[config.mk]
export PLATFORM = sky130hd
export DESIGN_NAME = nav_sequencer
export DESIGN_NICKNAME = d
export VERILOG_FILES = /design/src/rtl/nav_pkg.sv /design/src/rtl/nav_timeout_cnt.sv /design/src/rtl/nav_sequencer.sv
export SDC_FILE = /design/constraint.sdc
export NUM_CORES = 1
export LEC_CHECK = 0
export CELL_PAD_IN_SITES_DETAIL_PLACEMENT = 1
export CELL_PAD_IN_SITES_GLOBAL_PLACEMENT = 2
export CORE_MARGIN = 2
export CORE_UTILIZATION = 36
export CTS_CLUSTER_DIAMETER = 200
export DETAILED_ROUTE_END_ITERATION = 16
export PLACE_DENSITY = 0.92
export SLEW_MARGIN = 20
export SYNTH_ARGS = -nofsm -noshare
export SYNTH_HDL_FRONTEND = slang
export SYNTH_SLANG_ARGS = --single-unit
[constraint.sdc]
create_clock -name clk -period 3.15 [get_ports clk]
set_input_delay 0.315 -clock clk [delete_from_list [all_inputs] [get_ports clk]]
set_output_delay 0.315 -clock clk [all_outputs]
set_load 0.02 [all_outputs]
[src/rtl/nav_pkg.sv]
// Shared encodings for the navigation sequencer: motor commands (same codes as
// the planner's turn field), status-message numbers and the sequencer states.
package nav_pkg;

    localparam logic [2:0] CMD_STOP  = 3'd0;
    localparam logic [2:0] CMD_FWD   = 3'd1;
    localparam logic [2:0] CMD_RIGHT = 3'd5;
    localparam logic [2:0] CMD_LEFT  = 3'd6;

    localparam logic [1:0] SI_NONE = 2'd0;
    localparam logic [1:0] SI_1    = 2'd1;
    localparam logic [1:0] SI_2    = 2'd2;
    localparam logic [1:0] SI_3    = 2'd3;

    typedef enum logic [3:0] {
        ST_IDLE,
        ST_WAIT_PLAN,
        ST_FETCH,
        ST_FOLLOW,
        ST_CHECK,
        ST_MSG,
        ST_TURN,
        ST_DONE,
        ST_ERR
    } nav_state_t;

endpackage

[src/rtl/nav_timeout_cnt.sv]
// Loadable down-counter watchdog; expired is high while the count sits at zero.
// Load has priority over decrement; the count never wraps below zero.
module nav_timeout_cnt #(
    parameter int W = 22
) (
    input  logic         clk,
    input  logic         rst_n,
    input  logic         load,
    input  logic [W-1:0] load_val,
    input  logic         dec,
    output logic         expired
);

    logic [W-1:0] cnt;

    always_ff @(posedge clk) begin
        if (!rst_n) begin
            cnt <= '0;
        end else if (load) begin
            cnt <= load_val;
        end else if (dec && cnt != '0) begin
            cnt <= cnt - 1'b1;
        end
    end

    assign expired = (cnt == '0);

endmodule

[src/rtl/nav_sequencer.sv]
// Walks the planner's node/turn table: counts node crossings, stops for status
// messages, issues turns and flags route completion or turn timeout.
module nav_sequencer
    import nav_pkg::*;
#(
    parameter int MAX_STEPS    = 8,
    parameter int NODE_W       = 6,
    parameter int IDX_W        = 4,
    parameter int TURN_TIMEOUT = 3125000
) (
    input  logic              clk,
    input  logic              rst_n,
    input  logic              start,
    input  logic              plan_valid,
    input  logic [IDX_W-1:0]  plan_len,
    output logic [IDX_W-1:0]  plan_idx,
    input  logic [NODE_W-1:0] plan_node,
    input  logic [2:0]        plan_turn,
    input  logic              node_det,
    input  logic [1:0]        status_si,
    output logic [NODE_W-1:0] cur_node,
    output logic [2:0]        cmd,
    input  logic              turn_done,
    output logic              msg_req,
    output logic [1:0]        msg_si,
    input  logic              msg_ack,
    output logic              done,
    output logic              err
);

    localparam int TW = $clog2(TURN_TIMEOUT);

    if ((2 ** IDX_W) <= MAX_STEPS) begin : g_bad_idx_w
        $error("IDX_W too narrow for MAX_STEPS");
    end

    nav_state_t        state;
    logic [NODE_W-1:0] tgt_node;
    logic [2:0]        tgt_turn;
    logic              turn_expired;

    // Watchdog is held at its full budget outside TURN and counts down inside.
    nav_timeout_cnt #(.W(TW)) u_turn_wdog (
        .clk      (clk),
        .rst_n    (rst_n),
        .load     (state != ST_TURN),
        .load_val (TW'(TURN_TIMEOUT - 1)),
        .dec      (state == ST_TURN),
        .expired  (turn_expired)
    );

    always_ff @(posedge clk) begin
        if (!rst_n) begin
            state    <= ST_IDLE;
            cmd      <= CMD_STOP;
            plan_idx <= '0;
            cur_node <= '0;
            msg_req  <= 1'b0;
            msg_si   <= SI_NONE;
            done     <= 1'b0;
            err      <= 1'b0;
            tgt_node <= '0;
            tgt_turn <= CMD_STOP;
        end else begin
            case (state)
                ST_IDLE: begin
                    if (start) state <= plan_valid ? ST_FETCH : ST_WAIT_PLAN;
                end
                ST_WAIT_PLAN: begin
                    if (plan_valid) state <= ST_FETCH;
                end
                ST_FETCH: begin
                    if (plan_idx == plan_len) begin
                        state <= ST_DONE;
                        done  <= 1'b1;
                        cmd   <= CMD_STOP;
                    end else begin
                        tgt_node <= plan_node;
                        tgt_turn <= plan_turn;
                        state    <= ST_FOLLOW;
                        cmd      <= CMD_FWD;
                    end
                end
                ST_FOLLOW: begin
                    if (node_det) begin
                        if (cur_node != '1) cur_node <= cur_node + 1'b1;
                        state <= ST_CHECK;
                    end
                end
                ST_CHECK: begin
                    // status_si already reflects the freshly incremented cur_node
                    if (status_si != SI_NONE) begin
                        msg_si  <= status_si;
                        msg_req <= 1'b1;
                        cmd     <= CMD_STOP;
                        state   <= ST_MSG;
                    end else if (cur_node == tgt_node) begin
                        cmd   <= tgt_turn;
                        state <= ST_TURN;
                    end else begin
                        state <= ST_FOLLOW;
                    end
                end
                ST_MSG: begin
                    if (msg_ack) begin
                        msg_req <= 1'b0;
                        if (cur_node == tgt_node) begin
                            cmd   <= tgt_turn;
                            state <= ST_TURN;
                        end else begin
                            cmd   <= CMD_FWD;
                            state <= ST_FOLLOW;
                        end
                    end
                end
                ST_TURN: begin
                    if (turn_done) begin
                        plan_idx <= plan_idx + 1'b1;
                        cmd      <= CMD_STOP;
                        state    <= ST_FETCH;
                    end else if (turn_expired) begin
                        err   <= 1'b1;
                        cmd   <= CMD_STOP;
                        state <= ST_ERR;
                    end
                end
                ST_DONE, ST_ERR: begin
                    if (start) begin
                        done     <= 1'b0;
                        err      <= 1'b0;
                        plan_idx <= '0;
                        cur_node <= '0;
                        state    <= plan_valid ? ST_FETCH : ST_WAIT_PLAN;
                    end
                end
                default: begin
                    state <= ST_IDLE;
                    cmd   <= CMD_STOP;
                end
            endcase
        end
    end

endmodule
==> reports/qor.yml, run 1 <==
drc: 0
p_leak_nw: 1.251
cts_sinks: 53
worstMarginPinSlew_ns: 0.7844
outcome: "completed"
top_layer: "met4"
drt-vias-per-instance: 5.442
path_max_fanout: 18
grt_pass1_vias: 2577
grt_pass1_wl_mm: 12.38
grt_usage: 0.1797
drt_wl_total_mm: 7.438
postCtsSetupBuffers: 0
max_freq_ghz: 0.4442
drive_above_1_share: 0.08287
clk_root_buffer_cell: "clkbuf_8"
pre_cts_slack_ns: 0.8178
io_pins: 40
drt-wirelength-per-cell_um: 16.03
cts_tree: "done"
synthesis.nets: 348
grt_max_degree: 34
vdd_drop_max_uv: 182.4
tns_ns: 0
maxCapViolations: 0
start_util: 0.3685
synth_ff_type: "dfxtp_1"
ctsResizeCount: 0
rsz0062_at_grt: "false"
syn_area_per_cell_sq_um: 8.770
wl_met1_mm: 3.301
p_int_mw: 1.099
antenna_found_initial: 0
hp-class: "reg -> reg"
hold_violations: 0
drv_slew: 0
ys_async_sr_fraction: 0
worstPathRequired_ns: 3.36
arrival_ns: 2.46
post-route-period-util: 0.7147
nets: 386
syn_to_final_growth_pct: 19.88
worstSetupPathType: "reg -> reg"
first_iter_violations: 36
gr-total-overflow: 0
relSlewSlack: 0.4723
coreArea_sq_mm: 0.007687
ys_seq_elements: 53
p_switching_mw: 0.5776
ys_warn_count: 0
netlist_instances: 323
die_height_um: 92.71
worstSetupEndpointType: "flip-flop"
power.density_mw_per_mm2: 493.7
ant_nets: 0
p_sw_frac: 0.3446
final-setup-viol-count: 0
dr.pass1.iters: 4
num_rows: 32
start_kind: "flip-flop"
synth_edf_count: 0
cts_max_level: 2
p_clk_frac: 0.231
hold_slack_ns: 0.4699
finalPower_mw: 1.676
antenna_cells: 0
instances_no_fill: 464
fp.dieW_um: 92.71
fin_crit_ns: 2.251
ctsHoldBuffers: 0
seq_power_share: 0.487
hpwl_mm: 5.427
clk_latency_ns: 0.31
path_clk_slew_ns: 0.10
synth.yosys.seq_area_share: 0.3746
cts_buffer_depth: 2
via_count: 2525
pwr-share-comb: 0.282
gp_congestion: 0.8350
portBuffers: 39
met2_length_mm: 3.789
dp_cells: 456
die_area_sq_mm: 0.008594
cts_buffers: 5
finClkSkew_ns: 0.004146
yosysUniqueCellTypes: 58
worst_slack_ns: 0.8987
routed-wl-met3_um: 255
fill_cells: 928
synth_area_sq_mm: 0.002833
[metrics by stage]
step | instance area, sq um | util
3_5_place_dp | 3309 | 0.4305
3_3_place_gp | 3309 | 0.4305
6_report | 3396 | 0.4417
2_1_floorplan | 2833 | -
4_1_cts | 3396 | 0.4417
5_1_grt | 3396 | 0.4417
[worst max-delay path: stages, from the launching register on]
cell	delay (ns)
dfxtp_1	0.69
nand4bb_1	0.33
a211oi_1	0.49
a211o_1	0.27
nor3b_1	0.11
a311oi_1	0.27
[power by group through the flow]
stage	Clock, mW	Sequential, mW	Combinational [mW]
6_report	0.388	0.816	0.473
5_1_grt	0.429	0.827	0.523
4_1_cts	0.406	0.816	0.476
3_5_place_dp	0	0.832	0.474
3_3_place_gp	0	0.826	0.458
2_1_floorplan	0	0.789	0.368
[Yosys cell counts (3+ instances only)]
| master | count | area [sq um] |
|---|---|---|
| a211oi_1 | 5 | 37.54 |
| a21oi_1 | 25 | 125.1 |
| a31oi_1 | 4 | 25.02 |
| and2_1 | 4 | 25.02 |
| clkbuf_1 | 8 | 30.03 |
| dfxtp_1 | 53 | 1061 |
| ha_1 | 3 | 37.54 |
| inv_1 | 10 | 37.54 |
| mux2i_1 | 11 | 110.1 |
| nand2_1 | 19 | 71.32 |
| nand2b_1 | 3 | 18.77 |
| nand3_1 | 8 | 40.04 |
| nand4_1 | 4 | 25.02 |
| nor2_1 | 40 | 150.1 |
| nor2b_1 | 4 | 25.02 |
| nor3_1 | 7 | 35.03 |
| nor3b_1 | 4 | 30.03 |
| nor4_1 | 8 | 50.05 |
| nor4b_1 | 3 | 26.28 |
| o211ai_1 | 5 | 37.54 |
| o21a_1 | 3 | 22.52 |
| o21ai_0 | 7 | 35.03 |
| o31a_1 | 3 | 26.28 |
| o31ai_1 | 6 | 45.04 |
| or3_1 | 4 | 25.02 |
| or4_1 | 4 | 30.03 |
| xnor2_1 | 7 | 61.31 |
| xor2_1 | 24 | 210.2 |
[registers in the layout, summed over array words and instances (netlist names)]
signal / count
err: 1
msg_si: 2
tgt_turn: 3
cur_node: 6
tgt_node: 6
msg_req: 1
done: 1
state: 4
cmd: 3
plan_idx: 4
u_turn_wdog.cnt: 22
[cell usage in the layout, fill, tap and decap left out, types with 7 or more instances in the layout]
master           instances
a21oi_1                 25
clkdlybuf4s50_1         39
dfxtp_1                 53
inv_1                    9
mux2i_1                 11
nand2_1                 19
nand3_1                  8
nor2_1                  40
nor3_1                   7
nor4_1                   8
o21ai_0                  7
xnor2_1                  7
xor2_1                  24
[layout make-up]
| class | instances | area, sq um | area share |
|---|---|---|---|
| clock inverters | 3 | 17.52 | 0.005158 |
| repair buffers | 44 | 427.9 | 0.1260 |
| flip-flops and latches | 53 | 1061 | 0.3125 |
| inverters | 10 | 37.54 | 0.01105 |
| clock buffers | 5 | 68.82 | 0.02027 |
| well taps | 102 | 127.6 | 0.03758 |
| multi-input cells | 247 | 1655 | 0.4875 |
[logic make-up after synthesis]
logic type                 share of synthesized area
adders and majority gates                    0.01325
and+or+nand+nor                               0.2606
AOI/OAI and AO/OA                             0.1718
xor gates and xnor gates                     0.09585
muxes                                        0.04285
buffers and inverters                        0.04108
DFF                                           0.3746
[final timing paths]
check | slack [ns] | start | endpoint | cells after the start
min | 0.47 | msg_si[0] | msg_si[0] | 2
min reg2reg | 0.47 | msg_si[0] | msg_si[0] | 2
max reg2reg | 0.90 | state[2] | state[0] | 5
max | 0.90 | state[2] | state[0] | 5
[metal layers]
metal / vias up / GRT usage
li1: 1248 / -
met1: 1224 / 0.2104
met2: 47 / 0.3345
met3: 6 / 0.02929
met4: 0 / 0.05392
met5: - / 0
Note: power is estimated with default switching activity, not from simulation.
==> run 2: changes to the inputs <==
--- a/config.mk
+++ b/config.mk
@@ -8,10 +8,10 @@
 export CELL_PAD_IN_SITES_DETAIL_PLACEMENT = 1
 export CELL_PAD_IN_SITES_GLOBAL_PLACEMENT = 2
 export CORE_MARGIN = 2
-export CORE_UTILIZATION = 36
+export CORE_UTILIZATION = 30
 export CTS_CLUSTER_DIAMETER = 200
 export DETAILED_ROUTE_END_ITERATION = 16
-export PLACE_DENSITY = 0.92
+export PLACE_DENSITY = 0.83
 export SLEW_MARGIN = 20
 export SYNTH_ARGS = -nofsm -noshare
 export SYNTH_HDL_FRONTEND = slang
==> constraint.sdc (replaced) <==
create_clock -name clk -period 1.95 [get_ports clk]
set_input_delay 0.195 -clock clk [delete_from_list [all_inputs] [get_ports clk]]
set_output_delay 0.195 -clock clk [all_outputs]
set_load 0.02 [all_outputs]
==> run 2 against run 1 <==
Effect of this change: the run now ends with setup timing left; combinational power increased by 130%; via count up 6.1%; core utilization is 1.7 points lower; non-clock buffer count increased by 51; power increased by 79%; global-route usage down 2.2 points; critical path depth rose by 1; sequential share of layout area down 3.9 points; design area grew 15%; first-iteration DRC count up 28%; clock-buffer cell count is the same; largest cell class unchanged; highest routed layer unchanged.
==> reports/qor.yml, run 2 (same netlist as run 1, synthesis figures left out) <==
p_leak_nw: 1.508
grt_pass1_vias: 2758
hpwl_mm: 5.990
antenna_found_initial: 0
drt-wirelength-per-cell_um: 15.73
hold_violations: 0
coreArea_sq_mm: 0.009196
cts_sinks: 53
power.density_mw_per_mm2: 767.3
final_cell_mix: "55 x buf_4, 48 x dfxtp_1, 40 x nor2_1"
start_kind: "flip-flop"
max_freq_ghz: 0.4573
fin_crit_ns: 2.187
dp_cells: 510
rsz0062_at_grt: "true"
crit_chain: "or4_4, nor4b_4, buf_4, o21ai_4, o31a_1, o31a_1"
clk_root_buffer_cell: "clkbuf_8"
drt-vias-per-instance: 5.113
worstHoldStart: "cmd[1]"
num_rows: 35
multi_input_area_sq_mm: 0.001745
rr_endpoint: "u_turn_wdog.cnt[11]"
path_clk_slew_ns: 0.11
rr_worst_depth: 6
reg2reg_from: "u_turn_wdog.cnt[6]"
cts_buffer_depth: 2
syn_to_final_growth_pct: 37.81
clk_latency_ns: 0.31
fin_util: 0.4245
fp.dieW_um: 101.2
relSlewSlack: 0.7095
nets: 437
finalPower_mw: 2.995
gr-total-overflow: 0
post-route-period-util: 1.121
path_delay_family: "simple AND/OR/NAND/NOR gates"
min_delay_path_depth: 2
cts_tree: "done"
gp_congestion: 0.8411
path_max_fanout: 4
min_to: "cmd[1]"
fill_cells: 1080
grt_usage: 0.1578
drive_above_1_share: 0.2324
grt_pass1_wl_mm: 13.05
path_common_cell: "o31a_1"
cts_max_level: 2
die_height_um: 101.2
antenna_cells: 0
worst_slack_ns: -0.2366
finClkSkew_ns: 0.009990
instances_no_fill: 524
final-setup-viol-count: 13
outcome: "finished with violations"
worstPathRequired_ns: 2.15
largest_reg_flops: 22
reg2reg_slack_ns: -0.24
ctsHoldBuffers: 0
maxCapViolations: 0
start_util: 0.3080
arrival_ns: 2.39
drt_wl_total_mm: 8.241
worstSetupEndpointType: "flip-flop"
post_dp_cell_area_sq_mm: 0.003676
violations: "setup timing"
first_iter_violations: 46
via_count: 2679
drv_slew: 0
worstSetupPathType: "reg -> reg"
seqCellArea_sq_mm: 0.001067
postLayoutCellArea_sq_mm: 0.003904
final_common_cell: "buf_4"
io_pins: 40
cts_buffers: 5
cp_slowest_cell: "or4_4"
worstMarginPinSlew_ns: 0.4321
portBuffers: 39
die_area_sq_mm: 0.01024
grt_max_degree: 21
largestRegisters: "u_turn_wdog.cnt: 22 flops, cur_node: 6 flops, tgt_node: 6 flops"
critPathBufInv: 1
ant_nets: 0
dr.pass1.iters: 4
crit_path_max_incr_delay_ns: 0.55
hp-class: "reg -> reg"
drc: 0
vdd_drop_max_uv: 302.9
largest_register: "u_turn_wdog.cnt"
==> run 2: cell types whose count changed in the layout (fill, tap and decap cells not counted), sizes merged <==
cell and delta:
buf +51, clkinv -2, clkinvlp +2
==> run 2: worst max path at each step <==
stage | slack (ns) | endpoint | depth (start not counted) | from
finish | -0.24 | u_turn_wdog.cnt[11] | 6 | u_turn_wdog.cnt[6]
global route | -0.29 | u_turn_wdog.cnt[11] | 6 | u_turn_wdog.cnt[6]
CTS | -0.12 | u_turn_wdog.cnt[19] | 5 | u_turn_wdog.cnt[4]
detailed placement | -0.11 | u_turn_wdog.cnt[11] | 5 | u_turn_wdog.cnt[4]
global placement | -0.02 | u_turn_wdog.cnt[11] | 5 | u_turn_wdog.cnt[4]
floorplan | 0.01 | u_turn_wdog.cnt[19] | 5 | u_turn_wdog.cnt[4]
==> run 2: routing by layer <==
layer  global-route usage  part of all wire
met5                    0                 0
met4              0.03430             0.011
met3              0.02484             0.030
met2               0.2914              0.51
met1               0.1925              0.45
==> run 2: report_power, final <==
part,internal [mW],switching [mW]
combinational,0.557,0.511
clock,0.253,0.405
sequential,1.17,0.0980
==> run 2: worst reg2reg max path, stage by stage (launching register included) <==
cell     delay (ns)
dfxtp_2        0.34
or4_4          0.55
nor4b_4        0.31
buf_4          0.18
o21ai_4        0.06
o31a_1         0.32
o31a_1         0.31
==> run 2: repair_timing <==
item                                   4_1_cts  5_1_grt
endpoints found under the hold margin        0        0
buffers inserted                             1        5
setup endpoints to repair                   12       21
gates resized for setup                      5       15
pin swaps                                    0       11
==> run 2: area by class of cell <==
| class | instances | area share |
|---|---|---|
| clock buffer | 5 | 0.01763 |
| inverter | 10 | 0.009615 |
| tap | 111 | 0.03558 |
| multi-input combinational | 247 | 0.4471 |
| sequential | 53 | 0.2734 |
| timing repair buffer | 95 | 0.2109 |
| clock inverter | 3 | 0.005769 |
==> run 2: per-stage QoR <==
stage / TNS (ns) / hold slack (ns) / worst slack [ns]
global placement: -0.04767 / 0.4472 / -0.01867
CTS: -0.5146 / 0.4694 / -0.1225
floorplan: 0 / 0.3389 / 0.01483
finish: -0.8967 / 0.4717 / -0.2366
global route: -2.858 / 0.4844 / -0.2853
detailed placement: -0.5374 / 0.4589 / -0.1085
==> RTL edit, RTL diff (settings of run 2) <==
Encoding of `nav_state_t`: now Gray code (4 bits for 9 states).
--- a/src/rtl/nav_pkg.sv
+++ b/src/rtl/nav_pkg.sv
@@ -14,13 +14,13 @@
 
     typedef enum logic [3:0] {
-        ST_IDLE,
-        ST_WAIT_PLAN,
-        ST_FETCH,
-        ST_FOLLOW,
-        ST_CHECK,
-        ST_MSG,
-        ST_TURN,
-        ST_DONE,
-        ST_ERR
+        ST_IDLE      = 4'b0000,
+        ST_WAIT_PLAN = 4'b0001,
+        ST_FETCH     = 4'b0011,
+        ST_FOLLOW    = 4'b0010,
+        ST_CHECK     = 4'b0110,
+        ST_MSG       = 4'b0111,
+        ST_TURN      = 4'b0101,
+        ST_DONE      = 4'b0100,
+        ST_ERR       = 4'b1100
     } nav_state_t;
 
Formal check against the unedited RTL: same outputs for any inputs over 10 cycles, from zero or initial values and one cycle with rst_n low; not proved beyond that.
==> RTL edit against run 2 <==
- the run still ends with negative setup slack left
- total power rose by 2.3%
- die area grew 1.7%
- routed wire length grew 11%
- clock power is 19% higher
- area after synthesis increased by 1.7%
- fmax grew 7.4%
- final area up 6.1%
- count of clock-buffer cells in the layout stayed put
- sequential cell count is the same
- global-route usage up 2.1 points
- setup slack better by 150 ps
- largest cell class unchanged
==> RTL edit: results (changes against run 2) <==
| Metric | Value |
|---|---|
| Outcome | finished, violations left |
| Failing checks | negative setup slack |
| Layout cells sized above 1 | 27.0% (+3.8 points) |
| Clock buffers and inverters, area share | 2.72% (+0.38 points) |
| Routed len/inst | 16.5 um (+4.6%) |
| Routed wl met3 | 230 um (-7.6%) |
| Setup Skew | 14.7 ps (+4.67 ps) |
| Mapped Cells | 336 (+4.0%) |
| Post CTS Setup Buffer Count | 2 (+1) |
| Post-CTS Resized | 14 (+9) |
| Routability cong. | 0.845 (+0.50%) |
| Max_slew headroom | 68.4% (-2.6 points) |
| Final worst slack | -85.6 ps (+151 ps) |
| Fillers | 1097 (+1.6%) |
| Post-Route WL | 9130 um (+11%) |
| Seq/Total Area, Yosys | 36.8% (-0.63 points) |
| DP Worst Slack | -92.0 ps (+16.5 ps) |
| Vias in the first global route | 3063 (+11%) |
| Vias | 2924 (+9.1%) |
| # setup viols final | 10 (-3) |
| Met2 WL | 4920 um (+18%) |
| Nets@finish | 451 (+3.2%) |
| Seq/total area | 25.8% (-1.5 points) |
| R2R setup slack | -90 ps (+150 ps) |
| Multi-input gate count | 259 (+4.9%) |
| Post-route setup TNS | -591 ps (+305 ps) |
| Bufs w/o clock | 98 (+3.2%) |
| Largest net degree at the start of global routing | 18 (-14%) |
| CP Launch Point | u_turn_wdog.cnt[15] |
| Post-Place Cells | 539 (+5.7%) |
| Synth top area cells | dfxtp_1 37%, nor2_1 5.7%, xor2_1 4.3%, a21oi_1 3.5%, mux2i_1 3.5% |
| First-pass GRT wire length | 14800 um (+14%) |
| Synth Net Count | 362 (+4.0%) |
| Synth unique cells | 59 (+1.7%) |
| NetSw | 1.02 mW (+0.16%) |
| Buffering overhead | 21.8% (+0.69 points) |
| Crit-path max FO | 5 (+1) |
| Area post-placement | 0.00378 mm^2 (+2.8%) |
[RTL edit: critical path, stage by stage (launching register included)]
cell and delay [ps]:
dfxtp_2 360, nor4_4 340, nand4b_4 160, or4_4 640, buf_6 170, a211oi_4 210, nor3_2 60
[RTL edit: kinds of logic after synthesis]
| logic type | Yosys count | synth area share, % |
|---|---|---|
| muxes | 10 | 3.47 |
| buffers and inverters | 25 | 3.82 |
| AOI/OAI and AO/OA | 79 | 18.5 |
| and+or+nand+nor | 141 | 28.3 |
| adders and majority gates | 4 | 1.74 |
| DFF | 53 | 36.8 |
| xor gates and xnor gates | 24 | 7.29 |
[RTL edit: how the worst min path moves through the flow]
stage,to,slack [ps],cells after the start,startpoint
after floorplan,tgt_node[0],340,2,plan_node[0]
after global placement,cmd[2],440,2,cmd[2]
after detailed placement,msg_si[0],460,2,msg_si[0]
after CTS,msg_si[0],470,2,msg_si[0]
after global routing,tgt_turn[0],490,3,plan_turn[0]
final,msg_si[0],470,2,msg_si[0]
